File: config.mk
export PLATFORM = sky130hd
export DESIGN_NAME = rmii_mii_bridge
export DESIGN_NICKNAME = d
export VERILOG_FILES = /design/src/rtl/rmii_mii_bridge.sv
export SDC_FILE = /design/constraint.sdc
export NUM_CORES = 1
export LEC_CHECK = 0
export ABC_CLOCK_PERIOD_IN_PS = 11350
export BUFFER_PORTS_ARGS = -buffer_cell sky130_fd_sc_hd__buf_2
export CORE_ASPECT_RATIO = 1.4
export CORE_MARGIN = 2
export CORE_UTILIZATION = 55
export DETAILED_ROUTE_END_ITERATION = 6
export GPL_ROUTABILITY_DRIVEN = 0
export PLACE_DENSITY_LB_ADDON = 0.3
export SETUP_SLACK_MARGIN = 0.2
export SYNTH_ARGS = -nofsm -noshare
export SYNTH_HDL_FRONTEND = slang
export SYNTH_SLANG_ARGS = --single-unit
File: constraint.sdc
create_clock -name clk -period 11.35 [get_ports clk]
set_clock_uncertainty 0.1 [all_clocks]
set_input_delay 1.135 -clock clk [delete_from_list [all_inputs] [get_ports clk]]
set_output_delay 1.135 -clock clk [all_outputs]
set_load 0.01 [all_outputs]
File: src/rtl/rmii_mii_bridge.sv
// RMII (50 MHz, dibit) to MII (nibble) bridge with runtime 10/100 selection,
// a preamble-aligned receive elastic FIFO and saturating frame/error counters.
module rmii_mii_bridge #(
  parameter int RXFIFO_DEPTH = 8,
  parameter int CNTW         = 16
) (
  input  logic            clk,
  input  logic            resetn,
  input  logic            speed100,
  input  logic [1:0]      phy_RXD,
  input  logic            phy_CRS,
  output logic [3:0]      mac_RXD,
  output logic            mac_RX_DV,
  output logic            mac_RX_CLK,
  input  logic [3:0]      mac_TXD,
  input  logic            mac_TX_EN,
  output logic            mac_TX_CLK,
  output logic [1:0]      phy_TXD,
  output logic            phy_TX_EN,
  output logic [CNTW-1:0] rx_frames,
  output logic [CNTW-1:0] rx_odd,
  output logic [CNTW-1:0] rx_drop
);

  localparam int            AW       = $clog2(RXFIFO_DEPTH);
  localparam logic [AW:0]   HALF_LVL = (AW+1)'(RXFIFO_DEPTH / 2);
  localparam logic [AW:0]   FULL_LVL = (AW+1)'(RXFIFO_DEPTH);

  typedef enum logic [1:0] {RX_IDLE, RX_PRE, RX_DATA} rx_state_t;

  // ---------------- shared MII clock divider and speed latch ----------------
  logic       speed_q;
  logic [3:0] div_cnt;
  logic       mac_clk;
  logic       tick, fall_tick, rise_tick;
  logic       fifo_empty;
  rx_state_t  state, state_d;

  assign tick       = speed_q || (div_cnt == 4'd9);
  assign fall_tick  = tick && mac_clk;
  assign rise_tick  = tick && !mac_clk;
  assign mac_RX_CLK = mac_clk;
  assign mac_TX_CLK = mac_clk;

  // NOTE: sequential state uses non-blocking assignments so every register
  // samples pre-edge values and process order never matters.
  always_ff @(posedge clk or negedge resetn) begin
    if (!resetn) begin
      div_cnt <= '0;
      mac_clk <= 1'b0;
      speed_q <= 1'b1;
    end else begin
      if (tick) begin
        div_cnt <= '0;
        mac_clk <= ~mac_clk;
      end else begin
        div_cnt <= div_cnt + 4'd1;
      end
      // Rate only changes with both directions quiet, so no frame is split.
      if (state == RX_IDLE && fifo_empty && !mac_TX_EN && !phy_TX_EN)
        speed_q <= speed100;
    end
  end

  // ---------------- RX sampling phase ----------------
  logic       crs_prev;
  logic [3:0] rx_ph;
  logic       rephase, samp;

  assign rephase = !speed_q && (state == RX_IDLE) && phy_CRS && !crs_prev;
  assign samp    = speed_q || ((rx_ph == 4'd5) && !rephase);

  always_ff @(posedge clk or negedge resetn) begin
    if (!resetn) begin
      crs_prev <= 1'b0;
      rx_ph    <= '0;
    end else begin
      crs_prev <= phy_CRS;
      if (rephase)            rx_ph <= 4'd1;
      else if (rx_ph == 4'd9) rx_ph <= '0;
      else                    rx_ph <= rx_ph + 4'd1;
    end
  end

  // ---------------- RX FSM ----------------
  logic       half, crs_lo, odd, pend_vld;
  logic [1:0] lo_dibit;
  logic [3:0] pend_nib;
  logic       lo_take, nib_done, frame_end;

  // NOTE: every always_comb output gets a default first so no path can
  // leave it unassigned and infer a latch.
  always_comb begin
    state_d   = state;
    lo_take   = 1'b0;
    nib_done  = 1'b0;
    frame_end = 1'b0;
    if (samp) begin
      case (state)
        RX_IDLE:
          if (phy_CRS) begin
            if (phy_RXD == 2'b01) begin
              state_d = RX_DATA;
              lo_take = 1'b1;
            end else begin
              state_d = RX_PRE;
            end
          end
        RX_PRE:
          if (!phy_CRS) begin
            state_d = RX_IDLE;
          end else if (phy_RXD == 2'b01) begin
            state_d = RX_DATA;
            lo_take = 1'b1;
          end
        RX_DATA:
          if (!half) begin
            lo_take = 1'b1;
          end else if (!crs_lo && !phy_CRS) begin
            state_d   = RX_IDLE;
            frame_end = 1'b1;
          end else begin
            nib_done = 1'b1;
          end
        default: state_d = RX_IDLE;
      endcase
    end
  end

  // Each nibble is staged one slot so the end of frame can still tag it.
  always_ff @(posedge clk or negedge resetn) begin
    if (!resetn) begin
      state    <= RX_IDLE;
      half     <= 1'b0;
      crs_lo   <= 1'b0;
      lo_dibit <= '0;
      pend_nib <= '0;
      pend_vld <= 1'b0;
      odd      <= 1'b0;
    end else begin
      state <= state_d;
      if (lo_take) begin
        lo_dibit <= phy_RXD;
        crs_lo   <= phy_CRS;
        half     <= 1'b1;
      end
      if (nib_done) begin
        half     <= 1'b0;
        pend_nib <= {phy_RXD, lo_dibit};
        pend_vld <= 1'b1;
        odd      <= ~odd;
      end
      if (frame_end) begin
        half     <= 1'b0;
        pend_vld <= 1'b0;
        odd      <= 1'b0;
      end
    end
  end

  // ---------------- RX FIFO ----------------
  logic [4:0]  mem [RXFIFO_DEPTH];
  logic [AW:0] wr_ptr, rd_ptr, count, tag_cnt;
  logic [4:0]  rd_ent;
  logic        wr_req, wr_en, drop, rd_go, rd_pop, rd_active, fifo_full;

  assign count      = wr_ptr - rd_ptr;
  assign fifo_empty = (count == '0);
  assign fifo_full  = (count == FULL_LVL);
  assign rd_ent     = mem[rd_ptr[AW-1:0]];
  assign rd_go      = rd_active || (count >= HALF_LVL) || (tag_cnt != '0);
  assign rd_pop     = fall_tick && rd_go && !fifo_empty;
  assign wr_req     = pend_vld && (nib_done || frame_end);
  assign wr_en      = wr_req && (!fifo_full || rd_pop);
  assign drop       = wr_req && fifo_full && !rd_pop;

  // NOTE: the storage array has no reset; pointers alone define its contents.
  always_ff @(posedge clk) begin
    if (wr_en) mem[wr_ptr[AW-1:0]] <= {frame_end, pend_nib};
  end

  always_ff @(posedge clk or negedge resetn) begin
    if (!resetn) begin
      wr_ptr    <= '0;
      rd_ptr    <= '0;
      tag_cnt   <= '0;
      rd_active <= 1'b0;
      mac_RXD   <= '0;
      mac_RX_DV <= 1'b0;
    end else begin
      if (wr_en)  wr_ptr <= wr_ptr + 1'b1;
      if (rd_pop) rd_ptr <= rd_ptr + 1'b1;
      case ({wr_en && frame_end, rd_pop && rd_ent[4]})
        2'b10:   tag_cnt <= tag_cnt + 1'b1;
        2'b01:   tag_cnt <= tag_cnt - 1'b1;
        default: tag_cnt <= tag_cnt;
      endcase
      if (fall_tick) begin
        if (rd_pop) begin
          mac_RXD   <= rd_ent[3:0];
          mac_RX_DV <= 1'b1;
          rd_active <= !rd_ent[4];
        end else begin
          mac_RXD   <= '0;
          mac_RX_DV <= 1'b0;
        end
      end
    end
  end

  // ---------------- status counters ----------------
  always_ff @(posedge clk or negedge resetn) begin
    if (!resetn) begin
      rx_frames <= '0;
      rx_odd    <= '0;
      rx_drop   <= '0;
    end else begin
      if (frame_end && rx_frames != '1)        rx_frames <= rx_frames + 1'b1;
      if (frame_end && odd && rx_odd != '1)    rx_odd    <= rx_odd + 1'b1;
      if (drop && rx_drop != '1)               rx_drop   <= rx_drop + 1'b1;
    end
  end

  // ---------------- TX: nibble to dibit ----------------
  logic [3:0] tx_nib;
  logic       tx_en_q, fall_d, rise_d;

  // Low dibit launches one clk after capture, high dibit P clk later.
  always_ff @(posedge clk or negedge resetn) begin
    if (!resetn) begin
      tx_nib    <= '0;
      tx_en_q   <= 1'b0;
      fall_d    <= 1'b0;
      rise_d    <= 1'b0;
      phy_TXD   <= '0;
      phy_TX_EN <= 1'b0;
    end else begin
      fall_d <= fall_tick;
      rise_d <= rise_tick;
      if (fall_tick) begin
        tx_nib  <= mac_TXD;
        tx_en_q <= mac_TX_EN;
      end
      if (fall_d) begin
        phy_TXD   <= tx_en_q ? tx_nib[1:0] : 2'b00;
        phy_TX_EN <= tx_en_q;
      end else if (rise_d) begin
        phy_TXD   <= tx_en_q ? tx_nib[3:2] : 2'b00;
      end
    end
  end

endmodule

==> summary.txt <==
Worst setup path
  • Internal reg-to-reg setup slack: 7310 ps
  • Critical path data required time: 11540 ps
  • CP cell instances: inv_1, ha_1, and3b_1, o21ai_0, and2_1, and3_1, nor3_1, ha_1, ha_1, a21o_1, a21oi_1, xnor2_1, nor2_1, xor2_1
  • Crit-path most repeated cell: ha_1
  • CP Launch Type: flop
  • Crit path DAT: 4240 ps
  • Critical path class: reg -> reg
  • Worst R2R Start: rd_ptr[1]
  • Slowest CP cell: dfrtp_1
  • Delay-heaviest family, CP: compound AO/OA/AOI/OAI gates
  • Buf+Inv Stages, Crit Path: 1
  • Crit. End Element: flop
  • Crit. Startpoint: rd_ptr[1]
  • Crit-path max FO: 13
  • Max incr delay on CP: 690 ps

CTS
  • CTS resizes: 0
  • CTS tree: built
  • Maximum buffer depth of the clock tree: 2
  • CTS buffer count: 17
  • CTS Hold Bufs: 0
  • H-tree depth: 4
  • Root Driver: clkbuf_16
  • Worst skew pair latency: 420 ps
  • Setup Fix Bufs, Post-CTS: 0
  • Sink Count: 139
  • Reg clk slew, reported paths: 60 ps

Yosys
  • Synth area leader: dfrtp_1
  • Top post-synthesis cells by area: dfrtp_1, edfxtp_1, xnor2_1, mux2_2, mux4_2
  • Yosys warns: 0
  • Post-synthesis mux area share: 9.185%
  • Number of synthesized flops with an enable pin: 40
  • Syn_nets: 524
  • Synthesized flop and latch total: 139
  • Netlist cell types: 52
  • Synth Area in Compound Gates: 5.300%
  • Cells after Synth: 496
  • Top FF cell, synth: dfrtp_1
  • Simple-Gate Fraction of Synth Area: 14.27%
  • Xor/xnor share of the synthesized area: 6.974%
  • Mapped Avg Cell Area: 12.66 um2
  • Adder-Cell Fraction of Synth Area: 3.626%
  • Synth Cell Area: 6280 um2
  • Largest family of logic cells by synthesized area: simple AND/OR/NAND/NOR gates
  • Async set-or-reset flop fraction in the synthesized netlist: 71.22%
  • Register area share after synthesis: 58.60%
  • Area fraction of the dominant cell type after synthesis: 39.05%

Power
  • Static leakage: 3.315 nW
  • Pwr Total: 1.862 mW
  • Pwr dens: 251.0 nW/um2
  • Worst VDD drop: 0.1363 mV

Timing
  • Tcrit/Tclk final: 35.60%
  • Final Hold Violating Endpoints: 0
  • Endpoints failing setup: 0
  • Sum Neg Setup Slack: 0 ps
  • Fin Hold WS: 373.1 ps
  • Tmin final: 4041 ps
  • Max Clk Rate: 247.5 MHz
  • Slew Viols, Final: 0
  • RSZ-0062 raised after global routing: false
  • Worst-margin pin slew: 1094 ps
  • Setup ws final: 7309 ps
  • Max_slew headroom: 26.41%

Floorplan
  • Initial core utilization: 55.95%
  • Die height: 130.4 um
  • Site row count: 46
  • DIE WIDTH: 94.31 um
  • I/O pin cnt: 69
  • Core area: 11220 um2
  • Area of the die: 12300 um2

Global route
  • Antenna violations before repair: 0
  • First-pass GRT wire length: 19880 um
  • Vias in the first global route: 4116
  • GRT Overall Usage: 21.11%
  • Pin count of the biggest net entering global routing: 66
  • Total grt overflow: 0

Route
  • WL per Instance: 16.31 um
  • Drt drc: 0
  • 1st-iter DRT viols: 162
  • Final wirelength: 11910 um
  • Via count: 4098
  • Vias/cell: 5.614
  • DRT antenna net count: 0
  • Pre-antenna DRT Iters: 6

Finish
  • Area grow syn2layout: 18.11%
  • Final core utilization: 66.09%
  • Nets: 601
  • Multi-input gate area: 2471 um2
  • Commonest non-fill, non-tap cells in the layout: dfrtp_1, buf_2, nand2_1
  • FILL cells: 857
  • Most common cell after layout, fill and taps aside: dfrtp_1
  • Storage cell area: 3680 um2
  • Share of cells above drive strength 1: 24.74%
  • Ant diodes: 0

Placed design
  • Detailed Place HPWL: 8116 um
  • PortBufs: 68
  • Place WS: 7374 ps

Worst hold path
  • Hold path start: mac_RX_DV
  • Worst hold path class: reg -> reg

Flow run
  • Max_cap viols: 0

Outcome
  • Status: finished clean
[worst register-to-register path: stages, from the launching register on]
cell and delay (ps):
dfrtp_1 690, inv_1 190, ha_1 300, and3b_1 180, o21ai_0 570, and2_1 250, and3_1 270, nor3_1 90
ha_1 270, ha_1 290, a21o_1 170, a21oi_1 170, xnor2_1 150, nor2_1 70, xor2_1 150
[flip-flops by register name, summed over array words and instances (netlist names), 4 cells and up]
name,cells
rx_ph,4
rx_odd,16
pend_nib,4
mem,40
rx_drop,16
tag_cnt,4
rd_ptr,4
wr_ptr,4
rx_frames,16
div_cnt,4
tx_nib,4
mac_RXD,4
[path summary, 6_finish.rpt]
kind / cells after the start / end
max: 14 / tag_cnt[3]
min: 1 / mac_RX_DV
max reg2reg: 14 / tag_cnt[3]
min reg2reg: 1 / mac_RX_DV
max in group asynchronous: 2 / rx_drop[11]
min in group asynchronous: 1 / phy_TXD[1]
[cell usage after synthesis, drive strengths merged, types with 2 or more instances]
cell type,count
dfrtp,98
nand2,42
edfxtp,40
xnor2,36
nor2,28
mux2,25
nand3,20
inv,17
ha,15
nand4,14
xor2,14
a21oi,11
and3,11
mux4,10
nor3,10
clkbuf,8
o21ai,8
and4,7
buf,7
mux2i,7
nand2b,6
nor2b,6
nor4,6
a21o,5
and2,5
a22o,4
o31ai,4
and3b,3
nor4b,3
o21a,3
a31oi,2
fa,2
o211ai,2
o21bai,2
or4,2
[cell type report]
class / instances / area share (%)
tap: 144 / 2.429
sequential: 139 / 49.61
clock inverter: 6 / 0.9278
multi-input combinational: 325 / 33.32
timing repair buffer: 73 / 5.128
inverter: 17 / 0.8603
clock buffer: 26 / 7.726
[through the flow]
| stage | area, um2 | cells |
|---|---|---|
| 2_1_floorplan | 6280 | 496 |
| 3_3_place_gp | 6775 | 698 |
| 3_5_place_dp | 6775 | 698 |
| 4_1_cts | 7417 | 730 |
| 5_1_grt | 7417 | 730 |
| 6_report | 7417 | 730 |
[cell families after synthesis]
family | count (synthesis)
AO/OA/AOI/OAI | 47
XOR/XNOR | 50
adder cells (fa/ha/maj) | 17
buffers and inverters | 32
flip-flops | 139
multiplexers | 42
AND/OR/NAND/NOR | 169
[routing by layer]
metal | global-route usage (%) | wire length (um)
met3 | 5.562 | 508
met4 | 8.951 | 258
met1 | 25.55 | 4971
met5 | 0 | 0
met2 | 35.88 | 6168
[report_power, final]
part	internal, mW	switching [mW]
registers	0.648	0.128
logic	0.247	0.264
clock network	0.371	0.203
total	1.27	0.596
Note: power is estimated with default switching activity, not from simulation.
